File: config.mk
export PLATFORM = sky130hd
export DESIGN_NAME = lieat_wbck_sched
export DESIGN_NICKNAME = d
export VERILOG_FILES = /design/src/rtl/lieat_wbck_sched.sv
export SDC_FILE = /design/constraint.sdc
export NUM_CORES = 1
export LEC_CHECK = 0
export ABC_AREA = 1
export CELL_PAD_IN_SITES_DETAIL_PLACEMENT = 0
export CELL_PAD_IN_SITES_GLOBAL_PLACEMENT = 2
export CORE_MARGIN = 2
export CORE_UTILIZATION = 21
export CTS_CLUSTER_DIAMETER = 200
export DETAILED_ROUTE_END_ITERATION = 7
export PLACE_DENSITY_LB_ADDON = 0.1
export REMOVE_ABC_BUFFERS = 1
export SLEW_MARGIN = 20
export SYNTH_ARGS = -nofsm -noshare
export SYNTH_HDL_FRONTEND = slang
export SYNTH_SLANG_ARGS = --single-unit
File: constraint.sdc
create_clock -name clock -period 3.1 [get_ports clock]
set_input_delay 0.465 -clock clock [delete_from_list [all_inputs] [get_ports clock]]
set_output_delay 0.465 -clock clock [all_outputs]
set_load 0.1 [all_outputs]
File: src/rtl/lieat_wbck_sched.sv
// Writeback scheduler: long-instruction tag table, hazard check, and arbitration onto the single regfile write port.
// Define LIEAT_LONGI_PRIO_EN to give long-instruction completions priority over the pipeline.
module lieat_wbck_sched #(
  parameter int unsigned LONGI_DEPTH = 4,
  parameter int unsigned LIDX        = 2,
  parameter int unsigned REG_IDX     = 5,
  parameter int unsigned XLEN        = 32
) (
  input  logic               clock,
  input  logic               reset,
  input  logic               disp_valid,
  output logic               disp_ready,
  input  logic [REG_IDX-1:0] disp_rd,
  output logic [LIDX-1:0]    disp_itag,
  input  logic [REG_IDX-1:0] chk_rs1,
  input  logic [REG_IDX-1:0] chk_rs2,
  input  logic [REG_IDX-1:0] chk_rd,
  output logic               chk_hazard,
  input  logic               pipe_wb_valid,
  output logic               pipe_wb_ready,
  input  logic               pipe_wb_en,
  input  logic [REG_IDX-1:0] pipe_wb_rd,
  input  logic [XLEN-1:0]    pipe_wb_data,
  input  logic [XLEN-1:0]    pipe_wb_pc,
  input  logic               pipe_wb_ebreak,
  input  logic               longi_wb_valid,
  output logic               longi_wb_ready,
  input  logic [LIDX-1:0]    longi_wb_itag,
  input  logic [XLEN-1:0]    longi_wb_data,
  input  logic [XLEN-1:0]    longi_wb_pc,
  output logic               rf_wb_valid,
  output logic               rf_wb_en,
  output logic [REG_IDX-1:0] rf_wb_rd,
  output logic [XLEN-1:0]    rf_wb_data,
  output logic [XLEN-1:0]    rf_wb_pc,
  output logic               rf_wb_lsu,
  output logic               rf_wb_ebreak,
  output logic               longi_empty
);

  logic [LONGI_DEPTH-1:0] vld;
  logic [REG_IDX-1:0]     ent_rd [LONGI_DEPTH];
  logic [LIDX-1:0]        out_itag;
  logic                   out_from_longi;

  logic [LONGI_DEPTH-1:0] rel_mask;
  logic [LONGI_DEPTH-1:0] alloc_mask;
  logic                   disp_fire;
  logic                   found;
  logic                   longi_live;
  logic                   pipe_grant;
  logic                   longi_grant;
  logic [REG_IDX-1:0]     longi_rd;

  // Lowest-index free entry; an entry being released this cycle still counts as busy.
  always_comb begin
    disp_itag = '0;
    found     = 1'b0;
    for (int i = 0; i < int'(LONGI_DEPTH); i++) begin
      if (!vld[i] && !found) begin
        disp_itag = LIDX'(i);
        found     = 1'b1;
      end
    end
    disp_ready = found;
  end

  always_comb begin
    chk_hazard = 1'b0;
    for (int i = 0; i < int'(LONGI_DEPTH); i++) begin
      if (vld[i] && (ent_rd[i] != '0) &&
          ((ent_rd[i] == chk_rs1) || (ent_rd[i] == chk_rs2) || (ent_rd[i] == chk_rd)))
        chk_hazard = 1'b1;
    end
  end

  // Release happens as the output register presents the write, so the hazard outlives the data hazard window.
  always_comb begin
    rel_mask   = '0;
    alloc_mask = '0;
    disp_fire  = disp_valid & disp_ready;
    if (rf_wb_valid && out_from_longi)
      rel_mask[out_itag] = 1'b1;
    if (disp_fire)
      alloc_mask[disp_itag] = 1'b1;
  end

  assign longi_live  = vld[longi_wb_itag] & ~rel_mask[longi_wb_itag];
  assign longi_rd    = ent_rd[longi_wb_itag];
  assign longi_empty = ~|vld;

`ifdef LIEAT_LONGI_PRIO_EN
  assign longi_wb_ready = 1'b1;
  assign pipe_wb_ready  = ~longi_wb_valid;
  assign longi_grant    = longi_wb_valid;
  assign pipe_grant     = pipe_wb_valid & ~longi_wb_valid;
`else
  assign pipe_wb_ready  = 1'b1;
  assign longi_wb_ready = ~pipe_wb_valid;
  assign pipe_grant     = pipe_wb_valid;
  assign longi_grant    = longi_wb_valid & ~pipe_wb_valid;
`endif

  always_ff @(posedge clock or posedge reset) begin
    if (reset) vld <= '0;
    else       vld <= (vld & ~rel_mask) | alloc_mask;
  end

  always_ff @(posedge clock) begin
    for (int i = 0; i < int'(LONGI_DEPTH); i++)
      if (alloc_mask[i]) ent_rd[i] <= disp_rd;
  end

  // Write-port output stage; a completion naming a dead entry is consumed silently.
  always_ff @(posedge clock or posedge reset) begin
    if (reset) begin
      rf_wb_valid    <= 1'b0;
      rf_wb_en       <= 1'b0;
      rf_wb_rd       <= '0;
      rf_wb_data     <= '0;
      rf_wb_pc       <= '0;
      rf_wb_lsu      <= 1'b0;
      rf_wb_ebreak   <= 1'b0;
      out_itag       <= '0;
      out_from_longi <= 1'b0;
    end else if (pipe_grant) begin
      rf_wb_valid    <= 1'b1;
      rf_wb_en       <= pipe_wb_en;
      rf_wb_rd       <= pipe_wb_rd;
      rf_wb_data     <= pipe_wb_data;
      rf_wb_pc       <= pipe_wb_pc;
      rf_wb_lsu      <= 1'b0;
      rf_wb_ebreak   <= pipe_wb_ebreak;
      out_itag       <= '0;
      out_from_longi <= 1'b0;
    end else if (longi_grant && longi_live) begin
      rf_wb_valid    <= 1'b1;
      rf_wb_en       <= (longi_rd != '0);
      rf_wb_rd       <= longi_rd;
      rf_wb_data     <= longi_wb_data;
      rf_wb_pc       <= longi_wb_pc;
      rf_wb_lsu      <= 1'b1;
      rf_wb_ebreak   <= 1'b0;
      out_itag       <= longi_wb_itag;
      out_from_longi <= 1'b1;
    end else begin
      rf_wb_valid    <= 1'b0;
      rf_wb_en       <= 1'b0;
      rf_wb_rd       <= '0;
      rf_wb_data     <= '0;
      rf_wb_pc       <= '0;
      rf_wb_lsu      <= 1'b0;
      rf_wb_ebreak   <= 1'b0;
      out_itag       <= '0;
      out_from_longi <= 1'b0;
    end
  end

endmodule
After elaboration in Yosys (flattened, before gate mapping)
Memories as Yosys holds them, arrays and structs flattened. Index checks and enable logic that the tools add are counted.

Order comparisons: 5. Equality and inequality tests: 12. Muxes and demuxes: 52. Bitwise gates (word level): 8. Reductions and logical operators: 38.

Operator list (count): 32-bit two-way mux (4); 5-bit == test (12); 1-bit two-way mux (30); 5-bit two-way mux (5); 5-bit nonzero test (5); 1-bit logical AND (15); 5-bit OR reduction (3); 2-bit two-way mux (7); 2-bit by 3-bit less-than comparator with 1-bit output (second input constant) (3); 1-bit logical OR (8); 4-bit two-way mux (2); 1-bit logical NOT (6); 4-bit AND (1); 1-bit binary-select mux with 2-bit select (2); 1-bit demux with 2-bit select (2); 2-bit by 1-bit greater-or-equal comparator with 1-bit output (second input constant) (2); 4-bit inverter (1); 4-bit OR (1); 4-bit OR reduction (1); 1-bit AND (3); 1-bit inverter (2).

Register bits: 79. Bits in writable memories: 20. Input bits: 162. Output and inout bits: 80. Word-level logic and storage cells: 125. Memories kept: 1.

Memories: ent_rd (depth 4, width 5, read ports 5, clocked after Yosys merged registers in 0, write ports 1, line 42) `logic [REG_IDX-1:0] ent_rd [LONGI_DEPTH];`.

Longest topological paths before layout
Depth after elaboration: 20. Mapped depth: 11. Gate-level depth less buffers: 10.

Worst setup path after synthesis
Ideal clock, no wire load.

Kind: register to output. Start: register vld[0]. End: output port longi_empty. Data arrival time: 3.447 ns. Required time: 2.635 ns. Setup slack: -0.812 ns. Stages on the path, launching flop included: 3. Buffers on the path: 1. Path through: dfrtp_1 > buf_2 > nor4_1.

Word-level cells in the longest chain between the ends: 2.

RTL lines: start: declaration (line 41) `logic [LONGI_DEPTH-1:0] vld;`; start signal: assignment (line 106) `else vld <= (vld & ~rel_mask) | alloc_mask;`; 4-bit OR reduction (line 90) `assign longi_empty = ~|vld;`; 1-bit logical NOT (line 90); end: declaration (line 38) `output logic longi_empty`.

No other way between the ends.

Worst setup path in the final report
Start: input port chk_rd[2]. End: output port chk_hazard.

Word-level cells in the longest chain between the ends: 7. Elaborated cells between the ends (all ways): 16. Those cells by class: 4 x eq/ne; 4 x mux; 8 x reduce/logical.

RTL lines: start: declaration (line 17) `input logic [REG_IDX-1:0] chk_rd,`; 5-bit == test (line 72) `((ent_rd[i] == chk_rs1) || (ent_rd[i] == chk_rs2) || (ent_rd[i] == chk_rd)))`; 1-bit logical OR (line 72); 1-bit logical AND (line 71) `if (vld[i] && (ent_rd[i] != '0) &&`; 1-bit two-way mux (3 in a row) (line 71); 1-bit two-way mux (*) (line 71); end: declaration (line 18) `output logic chk_hazard,`.

Mark *: on every way between the ends. The rest lies on a longest branch, timed or not.

==> flow_metrics.tcl <==
set metrics [dict create \
    status "finished, final reports clean" \
    critPathMostFrequentCell "nand2_1" \
    fill_cells 2441 \
    clk_pin_slew_ns 0.07 \
    die-area_mm2 0.02444 \
    vias 4821 \
    cts_hold_buf 0 \
    drive_above_1_share 0.1188 \
    clock_sinks 99 \
    synth_top_family_by_area "simple AND/OR/NAND/NOR gates" \
    place_inst 1153 \
    path_buf_inv 4 \
    arrival_ns 2.10 \
    synth_mux_area_frac 0 \
    die_w_um 156.3 \
    min_period_ns 2.562 \
    cpPeakStageDelay_ns 0.61 \
    synthFlopType "dfrtp_1" \
    grt_overflow 0 \
    ys_ff_latch 99 \
    rows 55 \
    ios 242 \
    ys_warn_count 0 \
    h-tree-depth 3 \
    clk_path_buf_depth 2 \
    setup_viol 0 \
    antenna_left 0 \
    min_path_type "in -> async" \
    ir_drop_v 0.0002247 \
    yosysTopAreaCell "dfrtp_1" \
    worst_slack_ns 0.5382 \
    dp_hpwl_um 15540 \
    grt_pass1_wl_um 30040 \
    crit_path_start_kind "primary input" \
    numPortBuffers 240 \
    diodes 0 \
    clk_latency_ns 0.35 \
    dpl_cell_area_mm2 0.007377 \
    core_mm2 0.02271 \
    p_leak_uw 0.003879 \
    drv_cap 0 \
    yosys.cell_count.top_type "nand2_1" \
    finalHoldViolCount 0 \
    synth_cell_types 21 \
    synth_fa_ha_area_frac 0 \
    yosysTopAreaCellShare 0.4056 \
    power_density_mw_per_mm2 568.6 \
    path_cells "clkdlybuf4s50_1, inv_1, nand2_1, nand2_1, nor2_1, nand3_1, nand3_1, nand2_1, nand2_1, inv_1, nand2_1, buf_12" \
    synth_compound_area_frac 0.03646 \
    dp_worst_setup_slack_ns 0.4515 \
    drt-wirelength-per-cell_um 16.51 \
    synth_area_leaders "dfrtp_1, nand2_1, edfxtp_1" \
    drcViolationCount 0 \
    first_pass_iters 4 \
    postCtsSetupRepairBufs 0 \
    die_y_um 156.3 \
    clock.fmax_ghz 0.3903 \
    finClkSkew_ns 0.007873 \
    rsz0062_at_grt "false" \
    numCtsBuffers 9 \
    worst_slew_pin_slew_ns 0.7016 \
    cts_root_buf "clkbuf_16" \
    cp-end-kind "primary output" \
    synth_area_per_cell_um2 7.532 \
    synth_common_cells "nand2_1, dfrtp_1, inv_1" \
    netlist_area_mm2 0.004873 \
    wl_um 19310 \
    cts_resized 0 \
    worstSetupPathType "in -> out" \
    use_met3 0.06231 \
    slew_headroom 0.5317 \
    design_area_mm2 0.007671 \
    final_cells 1169 \
    synthXorXnorAreaFrac 0.03235 \
    crit_family "buffers and inverters" \
    cts_tree "yes" \
    worstPathRequired_ns 2.63 \
    use_met2 0.2763 \
    viasPerCell 4.124 \
    slew_violations 0 \
    yosysSeqAreaShare 0.5289 \
    synth_edf_count 20 \
    initial_core_util 0.2146 \
    antenna_found_initial 0 \
    track_usage 0.1637 \
    drtIter0Drc 200 \
    synth-async-reset-ratio 0.7980 \
    slowest_stage "clkdlybuf4s50_1" \
    nets 1041 \
    gp_congestion 0.7884 \
    crit_fanout 5 \
    syn_inst 647 \
    busiest_layer "met2" \
    synth-simple-area-share 0.3327 \
    grt_pass1_vias 5221 \
    grt_start_max_net_pins 48 \
    use_met1 0.1918 \
    fin_crit_sh 0.8264 \
    area_growth_pct 57.41 \
]
==> kinds of logic (layout without fill, tap and decap cells) <==
| family | Yosys count | count (layout) |
|---|---|---|
| other cells | 1 | 1 |
| flops | 99 | 99 |
| compound gates | 35 | 35 |
| simple gates | 415 | 415 |
| xor+xnor | 18 | 18 |
| buf+inv | 79 | 316 |
==> power by group <==
part	leakage, uW	internal, uW	switching, uW
Sequential	0.00117	1460	98.9
Clock	0.000139	629	515
Combinational	0.00257	458	1200
==> placed cells by master, fill, tap and decap left out, drive strengths merged, types with 10 or more instances in the layout <==
cell type,n
o21ai,24
clkdlybuf4s50,160
nor2,39
clkbuf,10
buf,85
nand3,28
xnor2,12
nand2,340
edfxtp,20
a21oi,10
dfrtp,79
inv,56
==> flip-flops by register name, indices dropped and copies added (netlist names), 2 cells and up <==
signal,flops
rf_wb_data,32
out_itag,2
ent_rd,20
rf_wb_pc,32
vld,4
rf_wb_rd,5
==> final timing paths <==
path	startpoint	end	slack, ns	cells after the start
max	chk_rd[2]	chk_hazard	0.54	12
min	reset	rf_wb_pc[13]	0.52	2
max reg2reg	out_from_longi	rf_wb_rd[0]	1.44	10
min reg2reg	out_itag[1]	vld[2]	0.65	3
max in group asynchronous	reset	rf_wb_data[6]	1.88	3
min in group clock	pipe_wb_valid	rf_wb_ebreak	0.60	3
==> stage by stage <==
stage               hold slack, ns  TNS [ns]    util  power (uW)
floorplan                   0.5270   -0.7421       -        2645
global route                0.5881         0  0.3378        4580
global placement            0.6346         0  0.3248        3275
detailed placement          0.6406         0  0.3248        3269
CTS                         0.5548         0  0.3378        4435
finish                      0.5231         0  0.3378        4362
==> per-layer routing <==
layer	up-vias	share of wire	wire length [um]
li1	2434	-	-
met5	-	0	0
met2	169	0.48	9306
met1	2201	0.41	7880
met4	0	0.016	310
met3	17	0.094	1807
==> area by class of cell <==
type                            instances  area (um^2)  share of cell area
Sequential cell                        99         2577              0.3360
Timing Repair Buffer                  245         2275              0.2965
Multi-Input combinational cell        469         1961              0.2556
Tap cell                              285        356.6             0.04649
Clock buffer                           10        229.0             0.02985
Inverter                               55        207.7             0.02708
Clock inverter                          6        65.06            0.008481
Note: power is estimated with default switching activity, not from simulation.
==> patch 1 (same settings) <==
Change the parameter `LONGI_DEPTH` from 4 to 8.
--- a/src/rtl/lieat_wbck_sched.sv
+++ b/src/rtl/lieat_wbck_sched.sv
@@ -1,7 +1,7 @@
 // Writeback scheduler: long-instruction tag table, hazard check, and arbitration onto the single regfile write port.
 // Define LIEAT_LONGI_PRIO_EN to give long-instruction completions priority over the pipeline.
 module lieat_wbck_sched #(
-  parameter int unsigned LONGI_DEPTH = 4,
+  parameter int unsigned LONGI_DEPTH = 8,
   parameter int unsigned LIDX        = 2,
   parameter int unsigned REG_IDX     = 5,
   parameter int unsigned XLEN        = 32
Function: changed (a bounded check fails within 10 cycles, from zero or initial values and one cycle with reset high).
==> patch 1 against the original RTL <==
Sequential cell count did not move; fmax shrank 1.8%; cell area is 0.95% higher; first-iteration DRC count is 9.5% higher; synthesized cell count rose by 0.93%; largest cell class unchanged; sequential power hardly changed; global-route usage down 0.15 points; worst hold slack lost 0.15 ns; critical path type unchanged; combinational power fell by 6%; worst setup slack lost 0.047 ns; largest power group is now registers; synthesized area grew 1.0%; non-clock buffer count up 3; wire length rose by 2.9%; total power down 3.3%.
==> patch 1: results (changes against the original RTL) <==
Non-clock buffers=248 (+1.2%); top post-synthesis cells by area=dfrtp_1 (40%), nand2_1 (26%), edfxtp_1 (12%), inv_1 (4.4%), nor2_1 (2.9%); Setup Skew=0.008270 ns (+0.0003962 ns); GRT Overall Usage=16.22% (-0.15 points); met1 WL=8.028 mm (+1.9%); met1 Use GR=19.06% (-0.12 points); via count=4,907 (+1.8%); met3 routed WL=1.867 mm (+3.3%); fillers=2,555 (+4.7%); Post-synth EDFFs=20 (unchanged); Synth top cells by count=nand2_1 (344), dfrtp_1 (79), inv_1 (58); initial antenna violation count=0 (unchanged); clk cell area share=3.684% (-0.15 points); Inst Count DP=1,198 (+3.9%); largest net degree at the start of global routing=72 (+50%); Hold Slack=0.3723 ns (-0.1508 ns); Post-DP Area=7458 um2 (+1.1%); reg2reg end=rf_wb_data[10]; Crit. Startpoint=chk_rs2[1]; dpl hpwl=15.87 mm (+2.1%); Distinct cells, synth=24 (+14%); Seq area share=33.28% (-0.31 points); Post-Syn Area per Cell=7.538 um2 (about the same); wire length per cell=16.36 um (-0.90%); buffering overhead=29.50% (-0.15 points); switching share of power=41.52% (-0.13 points); Least-Margin Pin Slew=0.7737 ns (+0.07211 ns); Port-buffer cells=239 (-0.42%); leak pwr=3.916 nW (+0.96%); multi-input gates=473 (+0.85%); period utilization=84.16% (+1.5 points); status=completed; FF-to-FF Start=rf_wb_valid; M2 GR Usage=27.21% (-0.41 points); sequential area share after synthesis=52.36% (-0.52 points); Initial DRC Count=219 (+9.5%); layout cell share with drive strength beyond 1=12.18% (+0.30 points); type of the tightest min-delay check=input port to register; first-pass GRT wire length=29.73 mm (-1.1%); vias per cell=4.042 (-2.0%); RePlAce Congestion=0.8166 (+3.6%); clk_buf instances=9 (-1); DR WL met2=9.627 mm (+3.4%); inverter count=59 (+7.3%)
## patch 1: power groups by stage
stage          Combinational (mW)  Sequential, mW  Clock, mW
6_report                     1.56            1.56       1.10
5_1_grt                      1.67            1.58       1.20
4_1_cts                      1.59            1.56       1.15
3_5_place_dp                 1.59            1.58          0
3_3_place_gp                 1.59            1.59          0
2_1_floorplan               0.473            2.07          0
## patch 1: logic make-up (layout without fill, tap and decap cells)
group / count (synthesis) / after routing / synth area share (%)
DFF: 99 / 99 / 52.36
AOI/OAI and AO/OA: 36 / 36 / 3.711
xor gates and xnor gates: 16 / 16 / 2.847
and+or+nand+nor: 419 / 419 / 33.40
buffers and inverters: 82 / 323 / 7.600
other: 1 / 2 / 0.07619
## patch 1: worst reg2reg max path: cells and delay by family (launching register included)
| family | cells | cell delay [ns] |
|---|---|---|
| and+or+nand+nor | 8 | 0.97 |
| DFF | 1 | 0.39 |
| buffers and inverters | 2 | 0.39 |
==> patch 2 (same flow settings) <==
Made on the original files. Reset style: synchronous (`reset`), changed in 2 clocked blocks.
--- a/src/rtl/lieat_wbck_sched.sv
+++ b/src/rtl/lieat_wbck_sched.sv
@@ -101,7 +101,7 @@
   assign longi_grant    = longi_wb_valid & ~pipe_wb_valid;
 `endif
 
-  always_ff @(posedge clock or posedge reset) begin
+  always_ff @(posedge clock) begin
     if (reset) vld <= '0;
     else       vld <= (vld & ~rel_mask) | alloc_mask;
   end
@@ -112,7 +112,7 @@
   end
 
   // Write-port output stage; a completion naming a dead entry is consumed silently.
-  always_ff @(posedge clock or posedge reset) begin
+  always_ff @(posedge clock) begin
     if (reset) begin
       rf_wb_valid    <= 1'b0;
       rf_wb_en       <= 1'b0;
Check against the original RTL: differs if reset is asserted again (counterexample within 4 cycles, from zero or initial values and one cycle with reset high); with reset held inactive, the same outputs for 4 cycles.
==> patch 2 against the original RTL <==
Fmax is 2.1% lower; cell area is 4.8% lower; total power is 20% lower; worst hold slack better by 0.091 ns; sequential power is 9.6% lower; synthesized area is 7.8% lower; sequential cell count stayed put; worst setup slack worse by 0.056 ns; wire length is 3.3% lower; critical path type unchanged.
==> patch 2: results (changes against the original RTL) <==
status=completed; Worst R2R Setup Slack=1.38 ns (-0.06 ns); sequential area share after synthesis=48.54% (-4.3 points); Synth Area in Compound Gates=3.451% (-0.19 points); Least-Margin Pin Slew=0.6980 ns (-0.003563 ns); period utilization=84.44% (+1.8 points); Worst-Skew Late Latency=0.34 ns; TritonRoute pass-1 iters=4 (unchanged); initial antenna violation count=2 (+2); Setup Skew=0.007048 ns (-0.0008258 ns); CTS Buf Count=9 (unchanged); RePlAce Congestion=0.8297 (+5.2%); final non-filler cell total=1,166 (-0.26%); Post-Syn Area per Cell=6.874 um2 (-8.7%); Post-CTS Resized=0 (unchanged); Distinct cells, synth=19 (-9.5%); largest net degree at the start of global routing=71 (+48%); Initial DRC Count=206 (+3.0%); peak supply drop=0.3650 mV (+62%); critical path arrival=2.15 ns (+0.05 ns); GRT Overall Usage=16.59% (+0.22 points); top post-synthesis cells by area=dfxtp_1 (35%), nand2_1 (28%), edfxtp_1 (13%), inv_1 (4.5%), nor2_1 (4.1%); vias in the first global route=4,769 (-8.7%); adder-cell share of the synthesized area=0% (unchanged); Port-buffer cells=240 (unchanged); multiplexer share of the synthesized area=0% (unchanged); Reg area=2182 um2 (-15%); asr flop ratio synth=0% (-80 points); first-pass GRT wire length=27.83 mm (-7.4%); type of the tightest min-delay check=register to register; Post-synth top flop=dfxtp_1; fillers=2,233 (-8.5%); leak pwr=3.555 nW (-8.3%); Final #Nets=1,048 (+0.67%); via count=4,711 (-2.3%); XOR/XNOR share of the synthesized area=3.702% (+0.47 points); Post-DP Area=7003 um2 (-5.1%); wire length per cell=16.02 um (-3.0%); dpl hpwl=15.15 mm (-2.5%); DP Worst Slack=0.4000 ns (-0.05147 ns); maximum clock insertion buffer count=2 (unchanged); layout cell share with drive strength beyond 1=11.11% (-0.77 points); Synth top cells by count=nand2_1 (340), dfxtp_1 (79), inv_1 (54)
-- patch 2: changes by cell type after synthesis, sizes merged --
cell / change
clkbuf: +2
nor2: +11
o21ai: -8
dfrtp: -79
buf: -2
a21oi: +2
xor2: +1
nand3b: -1
dfxtp: +79
nand3: +3
o211ai: +2
nand4: -2
o31ai: -1
-- patch 2: metal layers --
metal	GRT usage (%)	vias to the layer above	wire length [um]
met1	18.77	2084	7428
met3	6.970	17	1755
met4	4.387	4	260
met2	28.68	154	9204
met5	0	-	27
li1	-	2452	-
-- patch 2: area by class of cell --
type / instances / share of cell area (%)
timing repair buffer: 245 / 31.20
sequential: 99 / 29.87
multi-input combinational: 476 / 27.25
tap: 275 / 4.710
clock buffer: 15 / 3.734
inverter: 55 / 2.826
clock inverter: 1 / 0.4110
-- patch 2: stage by stage --
stage	hold slack [ns]	setup TNS (ns)
6_report	0.6139	0
5_1_grt	0.6415	0
4_1_cts	0.6152	0
3_5_place_dp	0.5970	0
2_1_floorplan	0.5177	-21.17
3_3_place_gp	0.5990	0
-- patch 2: cells by family (layout without fill, tap and decap cells) --
kind of cell           Yosys count  after routing
AND/OR/NAND/NOR                426            426
flip-flops                      99             99
buffers and inverters           79            316
AO/OA/AOI/OAI                   30             30
XOR/XNOR                        19             19
other                            1              1
-- patch 2: final timing paths --
path,start,endpoint,cells after the start
setup / recovery,chk_rs2[2],chk_hazard,12
hold / removal,out_itag[1],vld[2],3
setup reg to reg,vld[1],ent_rd[3][2],4
hold reg to reg,out_itag[1],vld[2],3
-- patch 2: power breakdown --
| part | internal, mW | total, mW | switching (mW) |
|---|---|---|---|
| clock | 0.687 | 1.16 | 0.476 |
| sequential | 1.37 | 1.41 | 0.0323 |
| combinational | 0.311 | 0.907 | 0.596 |
